===== config.mk =====
export PLATFORM = sky130hd
export DESIGN_NAME = instr_mem_ctrl
export DESIGN_NICKNAME = d
export VERILOG_FILES = /design/src/rtl/instr_mem_ctrl.sv
export SDC_FILE = /design/constraint.sdc
export NUM_CORES = 1
export LEC_CHECK = 0
export BUFFER_PORTS_ARGS = -buffer_cell sky130_fd_sc_hd__buf_4
export CELL_PAD_IN_SITES_DETAIL_PLACEMENT = 0
export CELL_PAD_IN_SITES_GLOBAL_PLACEMENT = 1
export CORE_MARGIN = 4
export CORE_UTILIZATION = 31
export DETAILED_ROUTE_END_ITERATION = 12
export HOLD_SLACK_MARGIN = 0.12
export PLACE_DENSITY_LB_ADDON = 0.1
export SYNTH_ARGS = -nofsm -noshare
export SYNTH_HDL_FRONTEND = slang
export SYNTH_SLANG_ARGS = --single-unit

===== constraint.sdc =====
create_clock -name CLK -period 1.74 [get_ports CLK]
set_input_delay 0.174 -clock CLK [delete_from_list [all_inputs] [get_ports CLK]]
set_output_delay 0.174 -clock CLK [all_outputs]
set_load 0.1 [all_outputs]

===== src/rtl/instr_mem_ctrl.sv =====
// Clocked instruction memory with request/response handshake, wait states and fault flagging.
// Optional misaligned-fetch faulting is enabled by defining INSTR_MEM_ALIGN_CHECK_EN.
module instr_mem_ctrl #(
  parameter int unsigned DEPTH       = 128,
  parameter logic [31:0] BASE_ADDR   = 32'h0000_0000,
  parameter int unsigned WAIT_CYCLES = 0,
  parameter string       INIT_FILE   = "",
  parameter logic [31:0] FAULT_INSTR = 32'h0000_0000
) (
  input  logic        CLK,
  input  logic        Reset,
  input  logic        ReqValid,
  output logic        ReqReady,
  input  logic [31:0] ReqAddr,
  input  logic        Flush,
  output logic        RspValid,
  input  logic        RspReady,
  output logic [31:0] RspInstr,
  output logic [31:0] RspAddr,
  output logic        RspFault
);

  localparam int unsigned AW        = (DEPTH > 1) ? $clog2(DEPTH) : 1;
  localparam logic [3:0]  WAIT_LOAD = (WAIT_CYCLES > 0) ? 4'(WAIT_CYCLES - 1) : 4'd0;
  localparam logic [32:0] BASE_33   = {1'b0, BASE_ADDR};
`ifdef INSTR_MEM_ALIGN_CHECK_EN
  localparam logic [32:0] SPAN      = 33'(4 * DEPTH) - 33'd4;
`else
  // Byte offsets inside the last word still belong to that word.
  localparam logic [32:0] SPAN      = 33'(4 * DEPTH) - 33'd1;
`endif

  typedef enum logic [1:0] {
    S_IDLE = 2'd0,
    S_WAIT = 2'd1,
    S_HOLD = 2'd2
  } state_t;

  state_t      state_q, state_d;
  logic [3:0]  cnt_q, cnt_d;
  logic [31:0] rsp_instr_q, rsp_instr_d;
  logic [31:0] rsp_addr_q, rsp_addr_d;
  logic        rsp_fault_q, rsp_fault_d;

  logic [31:0] mem [DEPTH];

  initial begin
    for (int unsigned i = 0; i < DEPTH; i++) mem[i] = 32'h0;
  end

  logic [32:0]   offset;
  logic [AW-1:0] idx;
  logic          in_range;
  logic          misalign;
  logic          accept;

  // 33-bit subtraction: bit 32 set means the address is below the base.
  assign offset   = {1'b0, ReqAddr} - BASE_33;
  assign idx      = AW'(offset >> 2);
  assign in_range = !offset[32] && (offset <= SPAN);
`ifdef INSTR_MEM_ALIGN_CHECK_EN
  assign misalign = |ReqAddr[1:0];
`else
  assign misalign = 1'b0;
`endif
  assign accept   = ReqValid && ReqReady;

  assign rsp_fault_d = !in_range || misalign;
  assign rsp_instr_d = rsp_fault_d ? FAULT_INSTR : mem[idx];
  assign rsp_addr_d  = ReqAddr;

  always_ff @(posedge CLK or posedge Reset) begin
    if (Reset) begin
      state_q <= S_IDLE;
      cnt_q   <= 4'd0;
    end else begin
      state_q <= state_d;
      cnt_q   <= cnt_d;
    end
  end

  always_comb begin
    state_d = state_q;
    cnt_d   = cnt_q;
    if (Flush) begin
      state_d = S_IDLE;
      cnt_d   = 4'd0;
    end else begin
      case (state_q)
        S_IDLE, S_HOLD: begin
          if (state_q == S_HOLD && RspReady) state_d = S_IDLE;
          if (accept) begin
            if (WAIT_CYCLES > 0) begin
              state_d = S_WAIT;
              cnt_d   = WAIT_LOAD;
            end else begin
              state_d = S_HOLD;
            end
          end
        end
        S_WAIT: begin
          if (cnt_q == 4'd0) state_d = S_HOLD;
          else               cnt_d   = cnt_q - 4'd1;
        end
        default: begin
          state_d = S_IDLE;
          cnt_d   = 4'd0;
        end
      endcase
    end
  end

  always_comb begin
    RspValid = (state_q == S_HOLD);
    ReqReady = !Flush && ((state_q == S_IDLE) || ((state_q == S_HOLD) && RspReady));
  end

  // Response payload is captured at acceptance and held until the next acceptance.
  always_ff @(posedge CLK or posedge Reset) begin
    if (Reset) begin
      rsp_instr_q <= 32'h0;
      rsp_addr_q  <= 32'h0;
      rsp_fault_q <= 1'b0;
    end else if (accept) begin
      rsp_instr_q <= rsp_instr_d;
      rsp_addr_q  <= rsp_addr_d;
      rsp_fault_q <= rsp_fault_d;
    end
  end

  assign RspInstr = rsp_instr_q;
  assign RspAddr  = rsp_addr_q;
  assign RspFault = rsp_fault_q;

endmodule


; ---- After elaboration in Yosys (flattened, before gate mapping)
; Index checks and enable logic that the tools add are counted.
[classes]
add_sub_neg = 1
n_lt_le_gt_ge = 1
eq_ne = 6
n_mux = 9
n_reduce_logical = 11
[ops]
columns = operator, n
row1 = $le A32 B9 Y1 const B, 1
row2 = $mux W32, 1
row3 = $mux W2, 4
row4 = $mux W4, 2
row5 = $pmux W4 S2, 1
row6 = $ne A3 B3 Y1 const B, 2
row7 = $logic_not A4 Y1, 1
row8 = $ne A4 B4 Y1 const B, 1
row9 = $pmux W2 S2, 1
row10 = $reduce_and A2 Y1, 2
row11 = $sub A4 B1 Y4 const B, 1
row12 = $logic_and A1 B1 Y1, 3
row13 = $eq A2 B1 Y1 const B, 1
row14 = $eq A2 B2 Y1 const B, 1
row15 = $logic_not A1 Y1, 2
row16 = $logic_not A2 Y1, 1
row17 = $ne A2 B2 Y1 const B, 1
row18 = $reduce_or A2 Y1, 1
row19 = $logic_or A1 B1 Y1, 1
[word_totals]
ff_bits = 71
output_inout_bits = 67
wordCells = 33

; ---- Longest topological paths before layout
; Gate-level depths: netlist (run 1).
[depth]
ltp_word = 8
ltp_mapped = 4

; ---- Worst setup path after synthesis (run 1)
; Ideal clock, no wire load.
[synth_path]
kind = register to output
startpoint = register state_q[1]
endpoint = output ReqReady
arrival_ns = 2.269
setup_slack_ns = -0.703
stages_incl_launch_ff = 3
path_buffers = 0
path_cell_list = dfrtp_1 nor2b_4 nor2_1
[synth_via]
elab_chain_len = 4
elab_cells_between_ends = 5
[synth_lines]
columns = item, line
row1 = from (decl), 39  ; state_t state_q, state_d;
row2 = from (signal assigned), 77  ; state_q <= state_d;
row3 = $eq A2 B2 Y1, 115  ; ReqReady = !Flush && ((state_q == S_IDLE) || ((state_q == S_HOLD) && RspReady));
row4 = $logic_and A1 B1 Y1, 115
row5 = $logic_or A1 B1 Y1 *, 115
row6 = $logic_and A1 B1 Y1 *, 115
row7 = to (decl), 13  ; output logic ReqReady,
; Every way passes the cells marked *; elsewhere a longest branch is shown, timed or not.

; ---- Final worst setup path (run 1)
[layout_path]
startpoint = input Flush
endpoint = register rsp_addr_q[31], in the netlist RspAddr[31]
[layout_via]
elab_chain_len = 3
[layout_lines]
columns = item, line
row1 = from (decl), 15  ; input logic Flush,
row2 = $logic_not A1 Y1, 115
row3 = $logic_and A1 B1 Y1, 115
row4 = $logic_and A1 B1 Y1, 66  ; assign accept = ReqValid && ReqReady;
row5 = to (signal assigned), 126  ; rsp_addr_q <= rsp_addr_d;
row6 = to (decl), 42  ; logic [31:0] rsp_addr_q, rsp_addr_d;
; Every way passes these cells.
; A chain may end at the register's enable or synchronous reset.

==> flow_summary.toml, run 1 <==
[run_status]
outcome = "complete, no violations"

[critical_path]
setup.worst_path.start = "Flush"
req_time_crit_path_ns = 1.91
crit-reg2reg-capture = "RspAddr[31]"
setup.worst_path.start_class = "input port"
r2r_setup_slack_ns = 0.26
crit_path_end_kind = "flip-flop"
worstSetupPathType = "in -> reg"
critical_path.reg2reg.startpoint = "state_q[1]"
cp_data_arrival_time_ns = 1.76
worst-r2r-cell-count = 4
worstPathMaxFanout = 21

[finish]
instances_no_fill = 280
layout-drive-gt1-share_pct = 55.4
antenna_diode_count = 0
postLayoutCellArea_um2 = 2380
area_growth_pct = 48.1
most-common-layout-cells = "sky130_fd_sc_hd__buf_4 (73), sky130_fd_sc_hd__dfrtp_1 (33), sky130_fd_sc_hd__mux2_2 (32), sky130_fd_sc_hd__conb_1 (32), sky130_fd_sc_hd__dlygate4sd3_1 (16)"
layout_commonest_cell = "sky130_fd_sc_hd__buf_4"
num-nets-final = 249

[synthesis]
synthDistinctLibCells = 14
synth-adder-area-share_pct = 0
synth_sequential_area_ratio_pct = 53.0
synth.yosys.warnings = 0
synth_xor_area_share_pct = 0
combinational_family_with_the_most_area_after_synthesis = "multiplexers"
post_synth_and_or_nand_nor_area_fraction_pct = 5.38
synth_seq_cells = 34
syn-cell-area_um2 = 1600
netlist_instances = 119
postSynthAreaPerCell_um2 = 13.5
synth_compound_gate_area_share_pct = 1.09
synth_mux_area_share_pct = 22.5

[sta]
max_slew.worst_pin.slew_ns = 0.550
finalWorstPathRequiredPeriod_ns = 1.59
period_share_pct = 91.4
drv_slew = 0
total_negative_setup_slack_ns = 0
finalClockSkew_ns = 0.00238
max_freq_mhz = 629
timing.max_slew.rel_slack_pct = 63.3
hold_viol = 0
final_setup_fails = 0
grt_setup_unrepaired = "no"

[floorplan]
io-pin-count = 104
placeableCoreArea_um2 = 4880
std_cell_rows = 25
floorplan.die_area_um2 = 6390
width_of_the_die_um = 79.9
initial_util_pct = 32.9
die_height_um = 79.9

[cts]
numCtsBuffers = 5
max-clock-path-buffers = 2
clk_transition_reported_paths_ns = 0.07
cts.sink_count = 34
clock_latency_late_sink_ns = 0.28
clock_root_buffer = "sky130_fd_sc_hd__clkbuf_8"
htree_levels = 2
tritoncts = "done"
cts-resized-gates = 0

[worst_hold_path]
worst_hold_startpoint = "ReqAddr[20]"
hold_path_class = "in -> reg"
worst_hold_stages = 2
holdPathEnd = "RspAddr[20]"

[routing]
vias = 1119
remaining_drc_errors = 0
drc_violation_total_after_the_first_tritonroute_iteration = 27
totalWireLength_um = 3720
drt-pass1-iter-count = 4
wl_per_cell_um = 13.3
route.antenna.remaining_nets = 0
via_per_inst = 4.00

[placement]
numPortBuffers = 71
dpl-instance-area_um2 = 2110
dpl.hpwl_um = 2840
placedCellCount = 256
finalWeightedCongestion = 0.709

[grt]
grt_max_degree = 23
globalRouteOverflowTotal = 0
first_global_vias = 1209
grt_pass1_wl_um = 5960
grt_usage_pct = 12.2
number_of_antenna_violations_at_the_first_check_in_global_routing = 0

[power_and_ir_drop]
total_power_mw = 3.50
power.density_cell_area_nw_per_um2 = 1470
power.ir.vdd_worst_v = 0.000694
p_leak_nw = 1.15

[flow_run]
maxCapViolations = 0
-- stage by stage --
stage	util, %	hold WS, ns	setup WS, ns
4_1_cts	48.5	0.121	0.143
2_1_floorplan	-	0.237	0.0464
6_report	48.7	0.132	0.150
3_3_place_gp	43.2	0.247	0.308
5_1_grt	48.7	0.125	0.0818
3_5_place_dp	43.2	0.263	0.264
-- worst max-delay path, cell delays in order --
cell	delay [ns]
sky130_fd_sc_hd__dlygate4sd3_1	0.53
sky130_fd_sc_hd__buf_4	0.16
sky130_fd_sc_hd__nor3_4	0.20
sky130_fd_sc_hd__buf_4	0.31
sky130_fd_sc_hd__mux2_2	0.37
-- where the power goes --
| part | leakage (nW) | switching [mW] | internal (mW) |
|---|---|---|---|
| logic | 0.699 | 1.44 | 0.357 |
| clock network | 0.0579 | 0.295 | 0.422 |
| registers | 0.396 | 0.0667 | 0.919 |
-- worst max-delay path by stage --
stage | slack (ns) | depth (start not counted) | endpoint
after CTS | 0.14 | 5 | RspAddr[31]
after detailed placement | 0.26 | 4 | RspAddr[12]
final | 0.15 | 5 | RspAddr[31]
after global placement | 0.31 | 4 | RspAddr[31]
after floorplan | 0.05 | 4 | RspAddr[10]
after global routing | 0.08 | 5 | RspAddr[31]
-- final cells by class --
type | instances | area (µm²)
fillers | 450 | 2500
clock buffers | 5 | 68.8
inverters | 3 | 11.3
repair buffers | 90 | 728
multi-input cells | 78 | 592
flip-flops and latches | 34 | 852
well taps | 67 | 83.8
clock inverters | 3 | 40.0
-- state kept, by name, indices dropped and copies added (netlist names) --
signal    cells
RspAddr      32
state_q       1
RspFault      1
-- per-layer routing --
layer / share of wire (%) / up-vias / routed length [µm] / track usage (%)
met4: 1.0 / 0 / 38 / 4.05
met2: 52 / 58 / 1940 / 21.1
met5: 0 / - / 0 / 0
met3: 8.7 / 4 / 323 / 4.18
met1: 38 / 530 / 1420 / 14.0
li1: - / 527 / - / -
-- kinds of logic after synthesis --
kind of cell           count (synthesis)
DFF                                   34
and+or+nand+nor                       12
muxes                                 32
other                                  1
AOI/OAI and AO/OA                      2
buffers and inverters                 38
-- cell usage after synthesis, drive strengths merged --
cell type   n  area share, %
buf        35             17
dfrtp      34             53
mux2       32             22
nor4        5            2.0
inv         3           0.70
nor2        3           0.70
nor3        2            1.3
a41oi       1           0.55
and4        1           0.55
conb        1           0.23
nor2b       1           0.86
o31a        1           0.55
-- timing repair --
item                      in CTS  in global routing
hold buffers                  15                  1
buffers inserted               0                  0
hold endpoints to repair      25                  1
Note: power is estimated with default switching activity, not from simulation.
==> inputs of run 2 (changes only) <==
Settings changed: PLACE_DENSITY_LB_ADDON 0.1 to 0.25.
==> flow_summary.toml, run 2 (synthesis results as in run 1) <==
[critical_path]
worstPathBufferInverterCount = 3
cp_data_arrival_time_ns = 1.69
timing.critical_path.slowest_stage_cell = "sky130_fd_sc_hd__dlygate4sd3_1"
crit_path_leading_delay_family = "buffers and inverters"
r2r_setup_slack_ns = 0.33
crit_path_end_kind = "flip-flop"
timing.critical_path.slowest_cell_delay_ns = 0.54
req_time_crit_path_ns = 1.90
setup.worst_path.start_class = "input port"
worstPathMaxFanout = 33
worstSetupPathType = "in -> reg"
cells_along_the_critical_path = "dlygate4sd3_1 > buf_4 > nor3_4 > buf_12 > mux2_2"

[floorplan]
die_height_um = 79.9
initial_util_pct = 32.9
io-pin-count = 104
std_cell_rows = 25
width_of_the_die_um = 79.9
floorplan.die_area_um2 = 6390
placeableCoreArea_um2 = 4880

[grt]
met1_usage_pct = 12.6
number_of_antenna_violations_at_the_first_check_in_global_routing = 0
grt.met3_usage_pct = 4.74
grt_met2_usage_pct = 20.2
grt_max_degree = 35
globalRouteOverflowTotal = 0
grt_most_used_layer = "met2"
grt_pass1_wl_um = 5630
first_global_vias = 1212
grt_usage_pct = 11.8

[cts]
post-cts-setup-buffer-count = 0
ctsHoldBuffers = 5
clk_transition_reported_paths_ns = 0.06
clock_root_buffer = "sky130_fd_sc_hd__clkbuf_8"
cts-resized-gates = 0
max-clock-path-buffers = 2
cts.sink_count = 34
clock_latency_late_sink_ns = 0.28
tritoncts = "done"
numCtsBuffers = 5
htree_levels = 2

[sta]
drv_slew = 0
final_setup_fails = 0
finalClockSkew_ns = 0.00246
period_share_pct = 87.7
finalWorstPathRequiredPeriod_ns = 1.53
total_negative_setup_slack_ns = 0
max_freq_mhz = 655
grt_setup_unrepaired = "no"
hold_viol = 0
worst_hold_slack_ns = 0.127

[finish]
ff_latch_area_um2 = 852
most-common-layout-cells = "sky130_fd_sc_hd__buf_4 (72), sky130_fd_sc_hd__dfrtp_1 (33), sky130_fd_sc_hd__mux2_2 (32), sky130_fd_sc_hd__conb_1 (32)"
layout-drive-gt1-share_pct = 57.4
layout_commonest_cell = "sky130_fd_sc_hd__buf_4"
num-nets-final = 238
antenna_diode_count = 0
number_of_flip_flops_in_the_largest_register = 32
multiInputGateArea_um2 = 592
instances_no_fill = 269
layout.filler_cells = 456
area_growth_pct = 40.3

[power_and_ir_drop]
p_leak_nw = 1.09
power.density_cell_area_nw_per_um2 = 1490
total_power_mw = 3.35
power.ir.vdd_worst_v = 0.000725

[worst_hold_path]
hold_path_class = "in -> reg"

[routing]
via_per_inst = 4.08
totalWireLength_um = 3670
drt-pass1-iter-count = 4
vias = 1098
route.antenna.remaining_nets = 0
wl_per_cell_um = 13.6
remaining_drc_errors = 0
drc_violation_total_after_the_first_tritonroute_iteration = 24

[placement]
finalWeightedCongestion = 0.711
dpl.hpwl_um = 2830
numPortBuffers = 71
placedCellCount = 255

[flow_run]
maxCapViolations = 0

[run_status]
outcome = "complete, no violations"
-- run 2: cell count changes in the layout (fill, tap and decap cells not counted) --
cell                            before  now
sky130_fd_sc_hd__buf_4              73   72
sky130_fd_sc_hd__clkinv_2            2    1
sky130_fd_sc_hd__dlygate4sd3_1      16    6
sky130_fd_sc_hd__clkbuf_1            0    1
sky130_fd_sc_hd__bufinv_16           1    0
sky130_fd_sc_hd__clkbuf_8            5    6
-- run 2: layout make-up --
| cell class | count | area share [%] |
|---|---|---|
| multi-input cells | 78 | 26.3 |
| inverters | 3 | 0.500 |
| flip-flops and latches | 34 | 37.9 |
| repair buffers | 79 | 27.6 |
| clock inverters | 1 | 0.222 |
| clock buffers | 7 | 3.84 |
| well taps | 67 | 3.72 |
-- run 2: power by group --
part           internal, mW  leakage (nW)  switching, mW
Combinational         0.341         0.650           1.43
Sequential            0.920         0.396         0.0698
Clock                 0.319        0.0482          0.270
Total                  1.58          1.09           1.77
-- run 2: tightest hold or removal path: cells and delay by family --
kind | cells | cell delay (ns)
simple gates | 2 | 0.10
buf+inv | 1 | 0.08
-- run 2: worst paths after layout --
kind,end,start,depth (start not counted)
worst min-delay path,state_q[1],ReqValid,3
worst max register to register,RspAddr[5],state_q[1],4
worst min register to register,RspAddr[6],RspAddr[6],1
max in group asynchronous,state_q[1],Reset,4
min in group asynchronous,RspAddr[11],Reset,4
worst max-delay path,RspAddr[5],Flush,5
-- run 2: metrics by stage --
stage               area, µm²  worst slack [ns]  utilization (%)
detailed placement       2100             0.324             43.0
finish                   2250             0.214             46.1
CTS                      2240             0.209             45.9
global placement         2100             0.364             43.0
global route             2250             0.176             46.1
floorplan                1730            0.0464                -
-- run 2: metal layers --
layer,wire length [µm],vias up
li1,-,507
met1,1310,517
met2,1920,65
met3,352,9
met4,84,0
met5,0,-
